==> src/rtl/rrq_parse.sv <==
// ---------------------------------------------------------------------------
// rrq_parse : TFTP request payload parser (filename + mode string)
//
// Sits downstream of opcode_decode. After req is seen it consumes the rest of
// the request from the same byte stream: a null-terminated filename (stored
// in an internal buffer) followed by a null-terminated mode string that must
// case-insensitively equal "octet" (or "netascii" when enabled).
//
// Optional feature macro: RRQ_NETASCII_EN
//   defined   -> "netascii" is accepted alongside "octet"; mode_netascii
//                reports which one matched.
//   undefined -> only "octet" is accepted; mode_netascii is constant 0.
//
// Ports:
//   clk           system clock, rising edge
//   reset         asynchronous active-high reset, clears all state
//   en            byte qualifier for eth_data
//   eth_data[7:0] payload byte
//   req           high while the current packet is a request
//   eof           one-cycle end-of-packet pulse
//   name_addr     filename buffer read address
//   name_data     registered filename byte (0x00 beyond name_len)
//   name_len      filename length excluding terminator
//   done          parse finished (sticky)
//   valid         parse succeeded (sticky)
//   err           parse failed (sticky)
//   err_code      0 none, 1 bad name, 2 bad mode, 3 truncated
//   mode_netascii accepted mode was netascii
// ---------------------------------------------------------------------------
module rrq_parse #(
    parameter int AW = 5
) (
    input  logic          clk,
    input  logic          reset,
    input  logic          en,
    input  logic [7:0]    eth_data,
    input  logic          req,
    input  logic          eof,
    input  logic [AW-1:0] name_addr,
    output logic [7:0]    name_data,
    output logic [AW:0]   name_len,
    output logic          done,
    output logic          valid,
    output logic          err,
    output logic [1:0]    err_code,
    output logic          mode_netascii
);

`ifdef RRQ_NETASCII_EN
    localparam bit NET_EN = 1'b1;
`else
    localparam bit NET_EN = 1'b0;
`endif

    localparam int          DEPTH    = 2 ** AW;
    localparam logic [AW:0] MAX_NAME = {1'b1, {AW{1'b0}}};
    localparam logic [AW:0] LEN_ONE  = {{AW{1'b0}}, 1'b1};

    typedef enum logic [2:0] {
        S_IDLE = 3'd0,
        S_NAME = 3'd1,
        S_MODE = 3'd2,
        S_DONE = 3'd3,
        S_ERR  = 3'd4
    } state_t;

    function automatic logic [7:0] oct_char(input logic [3:0] i);
        case (i)
            4'd0:    oct_char = 8'h6F; // o
            4'd1:    oct_char = 8'h63; // c
            4'd2:    oct_char = 8'h74; // t
            4'd3:    oct_char = 8'h65; // e
            4'd4:    oct_char = 8'h74; // t
            default: oct_char = 8'h00;
        endcase
    endfunction

    function automatic logic [7:0] net_char(input logic [3:0] i);
        case (i)
            4'd0:    net_char = 8'h6E; // n
            4'd1:    net_char = 8'h65; // e
            4'd2:    net_char = 8'h74; // t
            4'd3:    net_char = 8'h61; // a
            4'd4:    net_char = 8'h73; // s
            4'd5:    net_char = 8'h63; // c
            4'd6:    net_char = 8'h69; // i
            4'd7:    net_char = 8'h69; // i
            default: net_char = 8'h00;
        endcase
    endfunction

    state_t        state_q, state_d;
    logic [AW:0]   len_q, len_d;
    logic [3:0]    idx_q, idx_d;
    logic          oct_ok_q, oct_ok_d;
    logic          net_ok_q, net_ok_d;
    logic [1:0]    code_q, code_d;
    logic          net_q, net_d;
    logic          done_q, valid_q, err_q;
    logic [7:0]    name_data_q;
    logic [7:0]    name_buf_q [0:DEPTH-1];
    logic          wr_en_s;
    logic [AW-1:0] wr_addr_s;
    logic [7:0]    fold_s;
    logic          oct_hit_s, net_hit_s;

    // Upper-case letters are folded to lower case before mode comparison;
    // a candidate only survives while its string still has characters left.
    assign fold_s    = ((eth_data >= 8'h41) && (eth_data <= 8'h5A)) ? (eth_data | 8'h20) : eth_data;
    assign oct_hit_s = oct_ok_q && (idx_q < 4'd5) && (fold_s == oct_char(idx_q));
    assign net_hit_s = NET_EN && net_ok_q && (idx_q < 4'd8) && (fold_s == net_char(idx_q));

    // Next-state logic: consume one qualified byte, then apply eof.
    always_comb begin
        state_d   = state_q;
        len_d     = len_q;
        idx_d     = idx_q;
        oct_ok_d  = oct_ok_q;
        net_ok_d  = net_ok_q;
        code_d    = code_q;
        net_d     = net_q;
        wr_en_s   = 1'b0;
        wr_addr_s = len_q[AW-1:0];
        if (en) begin
            case (state_q)
                S_IDLE: begin
                    if (!req) begin
                        state_d = S_IDLE;
                    end else if (eth_data == 8'h00) begin
                        state_d = S_ERR;
                        code_d  = 2'd1;
                    end else begin
                        wr_en_s   = 1'b1;
                        wr_addr_s = {AW{1'b0}};
                        len_d     = LEN_ONE;
                        state_d   = S_NAME;
                    end
                end
                S_NAME: begin
                    if (eth_data == 8'h00) begin
                        state_d  = S_MODE;
                        idx_d    = 4'd0;
                        oct_ok_d = 1'b1;
                        net_ok_d = NET_EN;
                    end else if (len_q == MAX_NAME) begin
                        state_d = S_ERR;
                        code_d  = 2'd1;
                    end else begin
                        wr_en_s = 1'b1;
                        len_d   = len_q + LEN_ONE;
                    end
                end
                S_MODE: begin
                    // Terminator is only accepted right after a full candidate.
                    if (eth_data == 8'h00) begin
                        if (oct_ok_q && (idx_q == 4'd5)) begin
                            state_d = S_DONE;
                            net_d   = 1'b0;
                        end else if (net_ok_q && (idx_q == 4'd8)) begin
                            state_d = S_DONE;
                            net_d   = 1'b1;
                        end else begin
                            state_d = S_ERR;
                            code_d  = 2'd2;
                        end
                    end else if (oct_hit_s || net_hit_s) begin
                        oct_ok_d = oct_hit_s;
                        net_ok_d = net_hit_s;
                        idx_d    = idx_q + 4'd1;
                    end else begin
                        state_d = S_ERR;
                        code_d  = 2'd2;
                    end
                end
                default: begin
                    state_d = state_q;
                end
            endcase
        end else begin
            state_d = state_q;
        end
        // eof is judged on the post-byte state so a completing byte wins.
        if (eof && ((state_d == S_NAME) || (state_d == S_MODE))) begin
            state_d = S_ERR;
            code_d  = 2'd3;
        end else begin
            code_d = code_d;
        end
    end

    // Parser state and registered status outputs.
    always_ff @(posedge clk or posedge reset) begin
        if (reset) begin
            state_q  <= S_IDLE;
            len_q    <= {(AW+1){1'b0}};
            idx_q    <= 4'd0;
            oct_ok_q <= 1'b0;
            net_ok_q <= 1'b0;
            code_q   <= 2'd0;
            net_q    <= 1'b0;
            done_q   <= 1'b0;
            valid_q  <= 1'b0;
            err_q    <= 1'b0;
        end else begin
            state_q  <= state_d;
            len_q    <= len_d;
            idx_q    <= idx_d;
            oct_ok_q <= oct_ok_d;
            net_ok_q <= net_ok_d;
            code_q   <= code_d;
            net_q    <= net_d;
            done_q   <= (state_d == S_DONE) || (state_d == S_ERR);
            valid_q  <= (state_d == S_DONE);
            err_q    <= (state_d == S_ERR);
        end
    end

    // Filename storage; not reset because name_len gates every read.
    always_ff @(posedge clk) begin
        if (wr_en_s) begin
            name_buf_q[wr_addr_s] <= eth_data;
        end
    end

    // Registered read port, returning 0x00 past the end of the name.
    always_ff @(posedge clk or posedge reset) begin
        if (reset) begin
            name_data_q <= 8'h00;
        end else if ({1'b0, name_addr} < len_q) begin
            name_data_q <= name_buf_q[name_addr];
        end else begin
            name_data_q <= 8'h00;
        end
    end

    assign name_data     = name_data_q;
    assign name_len      = len_q;
    assign done          = done_q;
    assign valid         = valid_q;
    assign err           = err_q;
    assign err_code      = code_q;
    assign mode_netascii = NET_EN & net_q;

endmodule

==> config.mk <==
export PLATFORM = sky130hd
export DESIGN_NAME = rrq_parse
export DESIGN_NICKNAME = d
export VERILOG_FILES = /design/src/rtl/rrq_parse.sv
export SDC_FILE = /design/constraint.sdc
export NUM_CORES = 1
export LEC_CHECK = 0
export ABC_AREA = 1
export ABC_CLOCK_PERIOD_IN_PS = 6300
export BUFFER_PORTS_ARGS = -buffer_cell sky130_fd_sc_hd__buf_2
export CORE_AREA = 4 4 177 196
export CTS_CLUSTER_DIAMETER = 30
export DETAILED_ROUTE_END_ITERATION = 12
export DIE_AREA = 0 0 181 200
export HOLD_SLACK_MARGIN = 0.15
export RECOVER_POWER = 100
export SYNTH_ARGS = -nofsm -noshare
export SYNTH_HDL_FRONTEND = slang
export SYNTH_SLANG_ARGS = --single-unit
==> constraint.sdc <==
create_clock -name clk -period 6.3 [get_ports clk]
set_clock_uncertainty 0.05 [all_clocks]
set_input_delay 0.315 -clock clk [delete_from_list [all_inputs] [get_ports clk]]
set_output_delay 0.315 -clock clk [all_outputs]
set_load 0.03 [all_outputs]
-- Word-level counts from Yosys, hierarchy flattened
Memory sizes are Yosys's and may differ from the RTL's.
Cells that the tools add are included.
- flip-flop bits (word level): 28
- memory bits (writable): 256
- input port bits: 18
- output and inout bits: 20
- word-level logic and storage cells: 118
- memories kept: 1
- $add $sub $neg: 2
- magnitude comparators: 4
- equality and inequality tests: 28
- multiplexer cells: 54
- reductions and logical operators: 19
- memory list (memory ; words ; width ; rd ports ; clocked after Yosys merged registers in ; wr ports ; RTL line ; RTL):
    name_buf_q ; 32 ; 8 ; 1 ; 0 ; 1 ; 101 ; logic [7:0] name_buf_q [0:DEPTH-1];
- operator list (kind ; count):
    $mux 3 ; 10
    $mux 6 ; 5
    $pmux 7 s4 ; 1
    $mux 2 ; 10
    $mux 5 ; 4
    $ne 2x2->1 const B ; 7
    $mux 1 ; 13
    $mux 4 ; 3
    $ne 3x3->1 const B ; 4
    $ne 4x4->1 const B ; 3
    $pmux 6 s2 ; 1
    $eq 3x2->1 const B ; 3
    $pmux 3 s3 ; 1
    $reduce_and 9->1 ; 1
    $eq 4x2->1 const B ; 2
    $eq 4x3->1 const B ; 2
    $eq 8x7->1 ; 1
    $ge 8x7->1 const B ; 1
    $le 8x7->1 const B ; 1
    $logic_not 8->1 ; 1
    $mux 8 ; 1
    $pmux 4 s2 ; 1
    $add 6x1->6 const B ; 1
    $eq 3x1->1 const B ; 2
    other kinds (18) ; 28

-- Depth between registers and ports, before layout
- depth after elaboration: 15
- depth in mapped cells: 17
- gate-level depth less buffers: 17

-- Least setup slack after synthesis
OpenSTA, ideal clock, no wires.
- kind: reg-to-reg
- start point: reg len_q[0] (netlist: name_len[0])
- end point: mem name_buf_q[12][0] (enable)
- library setup time: 0.370 ns
- arrival: 2.260 ns
- setup slack: 3.620 ns
- cell stages (with the launch flop): 13
- path through: dfrtp_1 -> inv_1 -> ha_1 -> nand3_2 -> nand2_1 -> inv_2 -> o211ai_4 -> nor2_8 -> inv_6 -> nand2_4 -> nor2_4 -> nand2_2 -> nor2_1
- cells in the longest elaborated chain, start to end: 7
- elaborated cells on any way between the ends: 11
- those cells by class: 1 x eq/ne; 10 x mux
- ends and longest elaborated chain (item ; RTL line ; RTL):
    start, declared ; 93 ; logic [AW:0] len_q, len_d;
    start signal, assigned ; 195 ; len_q <= {(AW+1){1'b0}};
    start signal, assigned ; 206 ; len_q <= len_d;
    $eq 6x6->1 ; 145 ; end else if (len_q == MAX_NAME) begin
    $mux 1 ; 145 ;
    $mux 1 ; 140 ; if (eth_data == 8'h00) begin
    $pmux 1 s2 ; 125 ; case (state_q)
    $mux 1 ; 124 ; if (en) begin
    $mux 1 ; 220 ; if (wr_en_s) begin
    $mux 1 (not written as such) ; 221 ; name_buf_q[wr_addr_s] <= eth_data;
    end, declared ; 101 ;
Several ways; a longest one is shown, not always the timed one.

-- Worst setup path in the final report
- start point: in name_addr[0]
- end point: reg name_data_q[4] (netlist: name_data[4])
- cells in the longest elaborated chain, start to end: 2
- elaborated cells on any way between the ends: 3
- those cells by class: 1 x order compare; 1 x mux; 1 x memory
- ends and longest elaborated chain (item ; RTL line ; RTL):
    start, declared ; 39 ; input logic [AW-1:0] name_addr,
    $mem_v2 32x8 / $lt 5x6->1 (equally long branches) ; -- ;
    $mux 8 (*) ; 229 ; end else if ({1'b0, name_addr} < len_q) begin
    end signal, assigned ; 230 ; name_data_q <= name_buf_q[name_addr];
    end, declared ; 100 ; logic [7:0] name_data_q;
Mark *: on every way between the ends. The rest lies on a longest branch, timed or not.
A chain may end at the register's enable or synchronous reset.

==> impl_metrics.env <==
export IMPL_min_path_cells=5
export IMPL_critPathKind="in2reg"
export IMPL_port_buffers=36
export IMPL_grt_setup_unrepaired="no"
export IMPL_syn_nets=1081
export IMPL_timing_fmax_ghz=0.221
export IMPL_min_period_ns=4.52
export IMPL_stdcell_count=1589
export IMPL_synth_async_reset_ratio=0.0954
export IMPL_synth_edff_count=256
export IMPL_cts_setup_buffers=0
export IMPL_num_rows=70
export IMPL_slew_limit_headroom=-0.374
export IMPL_hold_path_startpoint="name_addr[3]"
export IMPL_vdd_drop_max_mv=0.297
export IMPL_drc_errors=0
export IMPL_antenna_found_initial=0
export IMPL_drv_cap=10
export IMPL_syn_area_per_cell_um2=11.7
export IMPL_crit_fanout=68
export IMPL_track_usage=0.170
export IMPL_finalMaxSlewViolations=377
export IMPL_critPathArrivalTime_ns=4.87
export IMPL_power_per_cell_area_nw_per_um2=372
export IMPL_final_cell_mix="nand2_1 (258), edfxtp_1 (256), a21oi_1 (105)"
export IMPL_yosysSeqAreaShare=0.682
export IMPL_rrSetupSlack_ns=2.63
export IMPL_violations="max-capacitance violations, max-slew violations"
export IMPL_grt_overflow_total=0
export IMPL_clkTransAtPathRegs_ns=0.05
export IMPL_syn_inst=1052
export IMPL_reg2regPathDepth=10
export IMPL_yosysWarnings=0
export IMPL_worst_pin_slew_ns=2.05
export IMPL_htree_levels=2
export IMPL_wl_um=31100
export IMPL_core_area_um2=32800
export IMPL_cts_root_buf="clkbuf_16"
export IMPL_cts_tree="done"
export IMPL_status="finished with violations"
export IMPL_period_share=0.717
export IMPL_dp_cells=1479
export IMPL_grt_pass1_wl_um=48700
export IMPL_dr_pass1_iters=5
export IMPL_final_area_um2=14800
export IMPL_ioPinCount=38
export IMPL_cts_sinks=283
export IMPL_placed_cell_area_um2=12800
export IMPL_cp_end_kind="register"
export IMPL_ys_flop_type="edfxtp_1"
export IMPL_chipWidth_um=181
export IMPL_grt_pass1_vias=8583
export IMPL_hpwl_um=18400
export IMPL_die_h_um=200
export IMPL_start_kind="input port"
export IMPL_finalNetCount=1138
export IMPL_finalSetupTns_ns=0
export IMPL_grt_max_degree=69
export IMPL_cts_path_max_buffers=3
export IMPL_synth_cell_types=48
export IMPL_worstReg2RegStart="name_len[1]$_DFFE_PP0P_"
export IMPL_dp_slack_ns=2.54
export IMPL_r2r_end="name_buf_q[10][2]$_DFFE_PP_"
export IMPL_vias=8305
export IMPL_setup_viol=0
export IMPL_vias_per_cell=5.23
export IMPL_leakagePower_nw=5.40
export IMPL_drt_iter0_drc=819
export IMPL_ant_nets=0
export IMPL_clk_latency_ns=0.58
export IMPL_antenna_cells=0
export IMPL_drive_gt1_frac=0.141
export IMPL_gp_congestion=0.821
export IMPL_synth_seq_cells=283
export IMPL_syn_to_final_growth_pct=20.7
export IMPL_wl_per_cell_um=19.6
export IMPL_crit_required_ns=6.65
export IMPL_initial_core_util=0.373
export IMPL_final_common_cell="nand2_1"
export IMPL_finalWorstSetupSlack_ns=1.78
export IMPL_hold_path_class="in2reg"
export IMPL_hold_worst_slack_ns=0.331
export IMPL_cts_buffers=56
export IMPL_syn_area_um2=12300
export IMPL_holdPathEnd="name_data[6]$_DFF_PP0_"
export IMPL_dieArea_um2=36200
export IMPL_hold_violations=0
synth_stat cells (2+ instances only):
| library cell | count | share of area |
|---|---|---|
| clkinv_1 | 4 | 0.0012 |
| buf_1 | 5 | 0.0015 |
| nand4_1 | 6 | 0.0031 |
| edfxtp_1 | 256 | 0.63 |
| nand2_4 | 3 | 0.0028 |
| nand3_2 | 4 | 0.0033 |
| nor3_1 | 12 | 0.0049 |
| nand3_1 | 63 | 0.026 |
| o21ai_2 | 2 | 0.0014 |
| dfrtp_1 | 27 | 0.055 |
| nor2_1 | 65 | 0.020 |
| nor2_2 | 4 | 0.0020 |
| o21ai_0 | 31 | 0.013 |
| nand3_4 | 4 | 0.0057 |
| inv_1 | 41 | 0.013 |
| ha_1 | 11 | 0.011 |
| o211ai_1 | 8 | 0.0049 |
| nand3b_1 | 2 | 0.0012 |
| clkbuf_1 | 28 | 0.0086 |
| buf_2 | 19 | 0.0078 |
| a21oi_1 | 105 | 0.043 |
| o311ai_0 | 22 | 0.016 |
| o221ai_1 | 7 | 0.0050 |
| nor2_8 | 3 | 0.0049 |
| inv_2 | 6 | 0.0018 |
| nand2_2 | 13 | 0.0066 |
| nor2_4 | 7 | 0.0064 |
| a22oi_1 | 14 | 0.0086 |
| nand2_1 | 256 | 0.078 |
| a32o_1 | 6 | 0.0049 |
routing by layer:
layer  vias to the layer above  wire, µm  GRT usage
li1                       3904         -          -
met1                      4056     13700      0.228
met2                       274     14700      0.279
met3                        71      1740     0.0319
met4                         0       981     0.0634
met5                         -         0          0
repair_timing:
action / 4_1_cts / 5_1_grt
gates resized for setup: 0 / 0
endpoints found under the setup margin: 0 / 0
hold buffers: 4 / 0
endpoints found under the hold margin: 38 / 0
kinds of logic after synthesis:
family / count (synthesis) / synth area share
adders and majority gates: 11 / 0.0112
and+or+nand+nor: 447 / 0.168
xor gates and xnor gates: 1 / 0.000714
buffers and inverters: 107 / 0.0362
DFF: 283 / 0.682
other: 1 / 0.000306
AOI/OAI and AO/OA: 202 / 0.101
power breakdown:
part           total [mW]  internal (mW)  switching, mW
clock network        3.18           2.17           1.02
logic               0.253         0.0629          0.190
registers            2.07           2.06        0.00949
total                5.51           4.29           1.22
worst max path at each step:
stage / cells past startpoint / end / slack, ns / startpoint
detailed placement: 9 / name_data[4]$_DFF_PP0_ / 2.54 / name_addr[0]
finish: 9 / name_data[4]$_DFF_PP0_ / 1.78 / name_addr[0]
global route: 9 / name_data[4]$_DFF_PP0_ / 1.47 / name_addr[0]
CTS: 9 / name_data[4]$_DFF_PP0_ / 3.12 / name_addr[0]
global placement: 9 / name_data[4]$_DFF_PP0_ / 2.62 / name_addr[0]
floorplan: 12 / name_buf_q[12][0]$_DFFE_PP_ / 3.62 / name_len[0]$_DFFE_PP0P_
area by class of cell:
type | instances | area [µm²]
tap | 432 | 541
timing repair buffer | 53 | 265
fill | 3032 | 18000
sequential | 283 | 8360
clock inverter | 44 | 614
clock buffer | 62 | 1450
inverter | 53 | 208
multi-input combinational | 662 | 3360
flip-flops by register name, indices dropped and copies added (netlist names):
name and flops:
done 1, err 1, err_code 2, idx_q 4, name_buf_q 256, name_data 8, name_len 6, oct_ok_q 1
state_q 3, valid 1
metrics by stage:
step	util	power, mW
finish	0.451	5.51
global route	0.451	5.67
CTS	0.455	5.54
detailed placement	0.391	2.36
global placement	0.391	2.36
floorplan	-	2.25
worst max-delay path, stage by stage:
cell and delay (ns):
buf_4 0.57, clkinvlp_2 1.82, buf_4 0.93, nand2_1 0.14, nand3_1 0.07, nand3_1 0.16, o311ai_0 0.27, a21oi_1 0.41
nor3_1 0.09
Power figures use the tool's default switching activity.
